<file path="src/rtl/pipe_ctrl_pkg.sv">
// Shared definitions for the pipeline controller: MDU latency defaults,
// counter widths and the MDU FSM state encoding.
package pipe_ctrl_pkg;

  localparam int unsigned MULT_CYCLES_DEF = 5;
  localparam int unsigned DIV_CYCLES_DEF  = 10;
  localparam int unsigned MD_CNT_W        = 4;
  localparam int unsigned STALL_CNT_W     = 32;
  localparam int unsigned REQ_CNT_W       = 16;

  typedef enum logic {
    IDLE = 1'b0,
    BUSY = 1'b1
  } md_state_e;

endpackage

</file>
<file path="src/rtl/pipe_ctrl_md_busy_timer.sv">
// MDU occupancy tracker: IDLE/BUSY FSM plus a countdown of the remaining
// multiply/divide cycles. Start is expected to be pre-qualified by the caller.
module md_busy_timer
  import pipe_ctrl_pkg::*;
#(
  parameter int unsigned MULT_CYCLES = MULT_CYCLES_DEF,
  parameter int unsigned DIV_CYCLES  = DIV_CYCLES_DEF
) (
  input  logic                clk,
  input  logic                reset,
  input  logic                start,
  input  logic                div,
  output logic                busy,
  output logic [MD_CNT_W-1:0] md_cnt
);

  localparam logic [MD_CNT_W-1:0] MULT_LD = MD_CNT_W'(MULT_CYCLES);
  localparam logic [MD_CNT_W-1:0] DIV_LD  = MD_CNT_W'(DIV_CYCLES);

  md_state_e           state_q, state_d;
  logic [MD_CNT_W-1:0] cnt_q, cnt_d;
  logic [MD_CNT_W-1:0] ld_val;

  // State and countdown registers; reset aborts any countdown in flight.
  always_ff @(posedge clk) begin
    if (reset) begin
      state_q <= IDLE;
      cnt_q   <= '0;
    end else begin
      state_q <= state_d;
      cnt_q   <= cnt_d;
    end
  end

  // Next-state: load on start from IDLE, count down in BUSY, leave BUSY as the count hits 0.
  always_comb begin
    state_d = state_q;
    cnt_d   = cnt_q;
    ld_val  = div ? DIV_LD : MULT_LD;
    case (state_q)
      IDLE: begin
        if (start) begin
          cnt_d = ld_val;
          if (ld_val != '0) state_d = BUSY;
        end
      end
      BUSY: begin
        if (cnt_q <= MD_CNT_W'(1)) begin
          cnt_d   = '0;
          state_d = IDLE;
        end else begin
          cnt_d = cnt_q - MD_CNT_W'(1);
        end
      end
      default: begin
        state_d = IDLE;
        cnt_d   = '0;
      end
    endcase
  end

  assign busy   = (state_q == BUSY);
  assign md_cnt = cnt_q;

endmodule

</file>
<file path="src/rtl/pipe_ctrl.sv">
// Pipeline stall/flush/exception priority controller with MDU busy tracking.
// Optional performance counters are built when PIPE_CTRL_PERF_EN is defined;
// otherwise stall_cnt and req_cnt read constant 0.
module pipe_ctrl
  import pipe_ctrl_pkg::*;
#(
  parameter int unsigned MULT_CYCLES = MULT_CYCLES_DEF,
  parameter int unsigned DIV_CYCLES  = DIV_CYCLES_DEF
) (
  input  logic                   clk,
  input  logic                   reset,
  input  logic                   hz_stall,
  input  logic                   D_md_use,
  input  logic                   E_md_start,
  input  logic                   E_md_div,
  input  logic                   D_eret,
  input  logic                   M_exc_req,
  output logic                   PC_WrEn,
  output logic                   FD_WrEn,
  output logic                   FD_flush,
  output logic                   DE_Stall,
  output logic                   Req,
  output logic                   md_busy,
  output logic [MD_CNT_W-1:0]    md_cnt,
  output logic [STALL_CNT_W-1:0] stall_cnt,
  output logic [REQ_CNT_W-1:0]   req_cnt
);

  logic start_ok;
  logic fsm_busy;
  logic stall;

  assign Req      = M_exc_req;
  assign start_ok = E_md_start & ~Req;

  md_busy_timer #(
    .MULT_CYCLES (MULT_CYCLES),
    .DIV_CYCLES  (DIV_CYCLES)
  ) u_md_busy_timer (
    .clk    (clk),
    .reset  (reset),
    .start  (start_ok),
    .div    (E_md_div),
    .busy   (fsm_busy),
    .md_cnt (md_cnt)
  );

  // The FSM contribution is masked while reset is held so the MDU never looks busy in reset.
  assign md_busy = (fsm_busy & ~reset) | start_ok;
  assign stall   = hz_stall | (D_md_use & md_busy);

  // Priority: exception request, then stall, then normal flow.
  always_comb begin
    PC_WrEn  = 1'b1;
    FD_WrEn  = 1'b1;
    DE_Stall = 1'b0;
    FD_flush = 1'b0;
    if (Req) begin
      PC_WrEn  = 1'b1;
      FD_WrEn  = 1'b1;
    end else if (stall) begin
      PC_WrEn  = 1'b0;
      FD_WrEn  = 1'b0;
      DE_Stall = 1'b1;
    end else begin
      FD_flush = D_eret;
    end
  end

`ifdef PIPE_CTRL_PERF_EN
  logic [STALL_CNT_W-1:0] stall_cnt_q;
  logic [REQ_CNT_W-1:0]   req_cnt_q;

  // Saturating stall and exception-request cycle counters.
  always_ff @(posedge clk) begin
    if (reset) begin
      stall_cnt_q <= '0;
      req_cnt_q   <= '0;
    end else begin
      if (stall && !Req && (stall_cnt_q != '1)) stall_cnt_q <= stall_cnt_q + STALL_CNT_W'(1);
      if (Req && (req_cnt_q != '1))             req_cnt_q   <= req_cnt_q + REQ_CNT_W'(1);
    end
  end

  assign stall_cnt = stall_cnt_q;
  assign req_cnt   = req_cnt_q;
`else
  assign stall_cnt = '0;
  assign req_cnt   = '0;
`endif

endmodule

</file>
<file path="config.mk">
export PLATFORM = sky130hd
export DESIGN_NAME = pipe_ctrl
export DESIGN_NICKNAME = d
export VERILOG_FILES = /design/src/rtl/pipe_ctrl_pkg.sv /design/src/rtl/pipe_ctrl_md_busy_timer.sv /design/src/rtl/pipe_ctrl.sv
export SDC_FILE = /design/constraint.sdc
export NUM_CORES = 1
export LEC_CHECK = 0
export CAP_MARGIN = 20
export CORE_UTILIZATION = 31
export DETAILED_ROUTE_END_ITERATION = 8
export GPL_TIMING_DRIVEN = 0
export HOLD_SLACK_MARGIN = 0.06
export PLACE_DENSITY = 0.8
export SYNTH_ARGS = -nofsm -noshare
export SYNTH_HDL_FRONTEND = slang
export SYNTH_SLANG_ARGS = --single-unit
</file>
<file path="constraint.sdc">
create_clock -name clk -period 1.8 [get_ports clk]
set_clock_uncertainty 0.2 [all_clocks]
set_input_delay 0.27 -clock clk [delete_from_list [all_inputs] [get_ports clk]]
set_output_delay 0.27 -clock clk [all_outputs]
set_load 0.02 [all_outputs]
</file>
# == After elaboration in Yosys (flattened, before gate mapping) ==
# Cells that the tools add are included.
# word_totals
regBits,5
in_bits,8
output_inout_bits,58
elab_cells,28
# op_classes
add_sub_neg,1
magnitude_cmp,1
n_eq_ne,1
mux,14
n_bitwise,8
reduce_logical,1
# op_table
operator,count
two-way mux 4 bit,3
two-way mux 1 bit,9
one-hot mux 4 bit (2 select lines),1
less-or-equal comparator 4 x 1 -> 1 bit (second input constant),1
nonzero test 4 bit,1
subtractor 4 x 1 -> 4 bit (second input constant),1
AND 1 bit,3
inverter 1 bit,3
inequality test 2 bit (second input constant),1
OR 1 bit,2
one-hot mux 1 bit (2 select lines),1

# == Longest topological paths before layout ==
# logic_depth
word_depth,7
depth_mapped,5
mapped_depth_nobuf,5

# == By module ==
# Synthesis repeated with hierarchy kept, for this count alone.
# hier_totals
hier_cells,97
area_unflattened_um2,754.5
# by_module_without_submodules
module,instances,cells_each,area_per_inst_um2,seq_area_each_um2
pipe_ctrl,1,60,440.4,0.0
md_busy_timer,1,37,314.1,100.1

# == Worst setup path after synthesis ==
# No wires, ideal clock.
# synth_path
path_kind,reg-to-output
from,register u_md_busy_timer.state_q (netlist: u_md_busy_timer.busy)
to,output port FD_flush
arrival_time_ps,1338
required_ps,1330
path_slack_ps,-8
stages_incl_launch_ff,4
n_path_buf,0
path_cell_list,dfxtp_1 nor2b_1 o21a_1 nor4b_1
# synth_via
elab_chain_len,6
# synth_rtl
item,line,source
from (decl),pipe_ctrl_md_busy_timer.sv:20,"md_state_e state_q, state_d;"
from (signal assigned),pipe_ctrl_md_busy_timer.sv:30,state_q <= state_d;
AND 1 bit,pipe_ctrl.sv:49,assign md_busy = (fsm_busy & ~reset) | start_ok;
OR 1 bit,pipe_ctrl.sv:49,
AND 1 bit,pipe_ctrl.sv:50,assign stall = hz_stall | (D_md_use & md_busy);
OR 1 bit,pipe_ctrl.sv:50,
two-way mux 1 bit,pipe_ctrl.sv:61,end else if (stall) begin
two-way mux 1 bit,pipe_ctrl.sv:58,if (Req) begin
to (decl),pipe_ctrl.sv:20,"output logic FD_flush,"
# Every way passes these cells.

# == Worst setup path in the final report ==
# Ends and elaborated chain as after synthesis.

==> results.md <==
* Area of the multi-input gates at 438 um2
* Worst R2R End: u_md_busy_timer.md_cnt[0]
* CP max FO at 3
* First-pass GRT wire length at 1.93 mm
* Total grt overflow at 0
* DRT Pass-1 Iters at 4
* WS Path Type: flip-flop to primary output
* Synth top area share at 50.2%
* Final hold violation count at 0
* Fin util at 52.7%
* Vias in the first global route at 476
* Fmax at 0.540 GHz
* Leakage at 0.688 nW
* Sequential share of the synthesized area at 13.4%
* Status: finished with violations
* Placer Congestion at 0.658
* Synth Warn # at 0
* Top-count cell post-synth: buf_4
* Worst vdd ir at 0.000341 V
* WL/cell at 7.58 um
* Die height at 51.1 um
* 1st-iter DRT viols at 11
* Grt peak-use layer: met2
* CP required at 1330 ps
* R2R setup slack at 80 ps
* Layout cells sized above 1 at 40.9%
* Async S/R FF share, synth at 0%
* Hold crit path type: primary input to flip-flop
* Met1 GRT Util at 10.5%
* Root Driver: clkbuf_4
* HP Start: reset
* Routed vias at 678
* Final setup viols at 2
* Yosys cell types at 25
* Placeable core region at 2230 um2
* Synth Area per Inst at 7.88 um2
* Slew Viols, Final at 0
* Cell row count at 17
* Min cycle time layout at 1850 ps
* Max-cap viol count at 0
* Antenna violations before repair at 0
* Worst setup SP type: flip-flop
* WP data arrival at 1380 ps
* Worst-Skew Late Latency at 240 ps
* Syn Std Cell Area at 748 um2
* Unrepaired setup endpoints after global routing: true
* Largest net degree at the start of global routing at 11
* CTS Sinks at 5
* Filler Cell Count at 233
* Register area at 101 um2
* GR Util met2 at 18.0%
* CTS Hold Bufs at 0
* CTS buffer count at 3
* Port bufs at 17
* Top area cells in the synthesized netlist: buf_4, dfxtp_1, a221oi_1, ha_1, a211oi_1
* Die ar. at 2610 um2
* Area grow syn2layout at 57.4%
* Violated checks: setup timing
* Post-DP HPWL at 1.23 mm
* Die X at 51.1 um
* Worst reg2reg startpoint: u_md_busy_timer.md_cnt[0]
* Final period utilization at 103%
* Clock buffer depth at 2
* Post-Route WL at 1.46 mm
* Antenna-violating nets left at 0
* Main synth FF type: dfxtp_1
* Kind of end point of the critical path: primary output
* Via density at 3.53
* GRT Overall Usage at 9.67%
* Worst Hold End: u_md_busy_timer.busy
* Reg clk slew, reported paths at 40 ps
* Post-synthesis cell count at 95
* Hold Path Stages at 2
* Flops & latches, synth at 5
* # IOs at 66
* Initial Utilization at 33.5%
* DRC viols at 0
* Met3 Track Usage GR at 0.298%
* Fin nets at 175
* P per Cell Area at 518 nW/um2
* R2R cell count at 5
* H-tree depth at 1
* List of most frequent post-synthesis cells: buf_4, inv_1, dfxtp_1
* CTS tree: yes
* Post-synth EDFFs at 0
* Min setup slack post-route at -53.3 ps
* Worst slack, placed at -699 ps
* # diodes at 0
* Cell accounting for the most synthesized area: buf_4
## layer usage
layer	vias up	wire, um
met5	-	0
met4	0	16
met3	2	118
met2	37	829
met1	277	491
li1	362	-
## worst max-delay path: stages, from the launching register on
cell	delay, ps
dfxtp_2	320
nor2b_4	120
o21a_1	210
buf_6	130
nor4b_4	190
buf_4	180
## sequential cells by signal (all words and copies together), names as in the netlist
| name | flops |
|---|---|
| u_md_busy_timer.md_cnt | 4 |
| u_md_busy_timer.busy | 1 |
## layout by cell type (no fill, tap or decap)
master           instances
nor4b_4                  1
o311ai_1                 2
ha_1                     2
o31ai_1                  1
nor2_2                   1
clkdlybuf4s15_1          1
buf_4                   52
or3b_1                   1
o311ai_0                 2
dlygate4sd2_1            4
or4b_1                   1
dfxtp_1                  4
a221oi_1                 3
a211oi_1                 3
o21bai_1                 1
buf_2                    3
inv_1                    6
nor2_1                   2
buf_6                    3
nand2_1                  2
a21o_1                   1
conb_1                  48
clkbuf_4                 3
dfxtp_2                  1
o22ai_1                  1
clkbuf_1                 1
o21ba_1                  1
nor2b_2                  1
nor2b_4                  1
nor3_1                   2
or2_2                    1
o21a_1                   1
clkdlybuf4s50_1          7
## worst max-delay path by stage
stage                    startpoint       end  slack, ps  cells past startpoint
5_1_grt        u_md_busy_timer.busy  FD_flush       -120                      5
3_3_place_gp                  reset   PC_WrEn       -690                      6
6_report       u_md_busy_timer.busy  FD_flush        -50                      5
4_1_cts        u_md_busy_timer.busy   PC_WrEn       -110                      5
3_5_place_dp                  reset   PC_WrEn       -700                      6
2_1_floorplan  u_md_busy_timer.busy   PC_WrEn        110                      4
## cells by family after synthesis
logic type / after synthesis / synth area share, %
buffers and inverters: 58 / 55.4
other: 1 / 0.501
AOI/OAI and AO/OA: 16 / 17.4
adders and majority gates: 2 / 3.34
and+or+nand+nor: 13 / 10.0
DFF: 5 / 13.4
## area by class of cell
cell class                      count  area share, %
Multi-Input combinational cell     79           37.2
Buffer                             52           33.3
Timing Repair Buffer               18           13.8
Sequential cell                     5           8.61
Tap cell                           28           2.98
Clock buffer                        4           2.23
Inverter                            6           1.91
## timing repair
item	4_1_cts	5_1_grt
buffers inserted	1	0
gates resized for setup	28	10
pin swaps	1	3
setup endpoints to repair	8	4
## where the power goes
part           switching, W  internal (W)
clock network     0.0000463     0.0000838
registers         0.0000137      0.000124
logic              0.000191      0.000151
total              0.000251      0.000359
## metrics by stage
| step | setup TNS, ps | instances | cell area, um2 | hold slack (ps) | total power [W] |
|---|---|---|---|---|---|
| 2_1_floorplan | 0 | 142 | 931 | 143 | 0.000402 |
| 3_3_place_gp | -3220 | 187 | 1140 | 355 | 0.000467 |
| 3_5_place_dp | -3400 | 187 | 1140 | 363 | 0.000473 |
| 4_1_cts | -197 | 192 | 1150 | 253 | 0.000597 |
| 5_1_grt | -257 | 192 | 1180 | 303 | 0.000648 |
| 6_report | -74.7 | 192 | 1180 | 273 | 0.000610 |
Note: power is estimated with default switching activity, not from simulation.
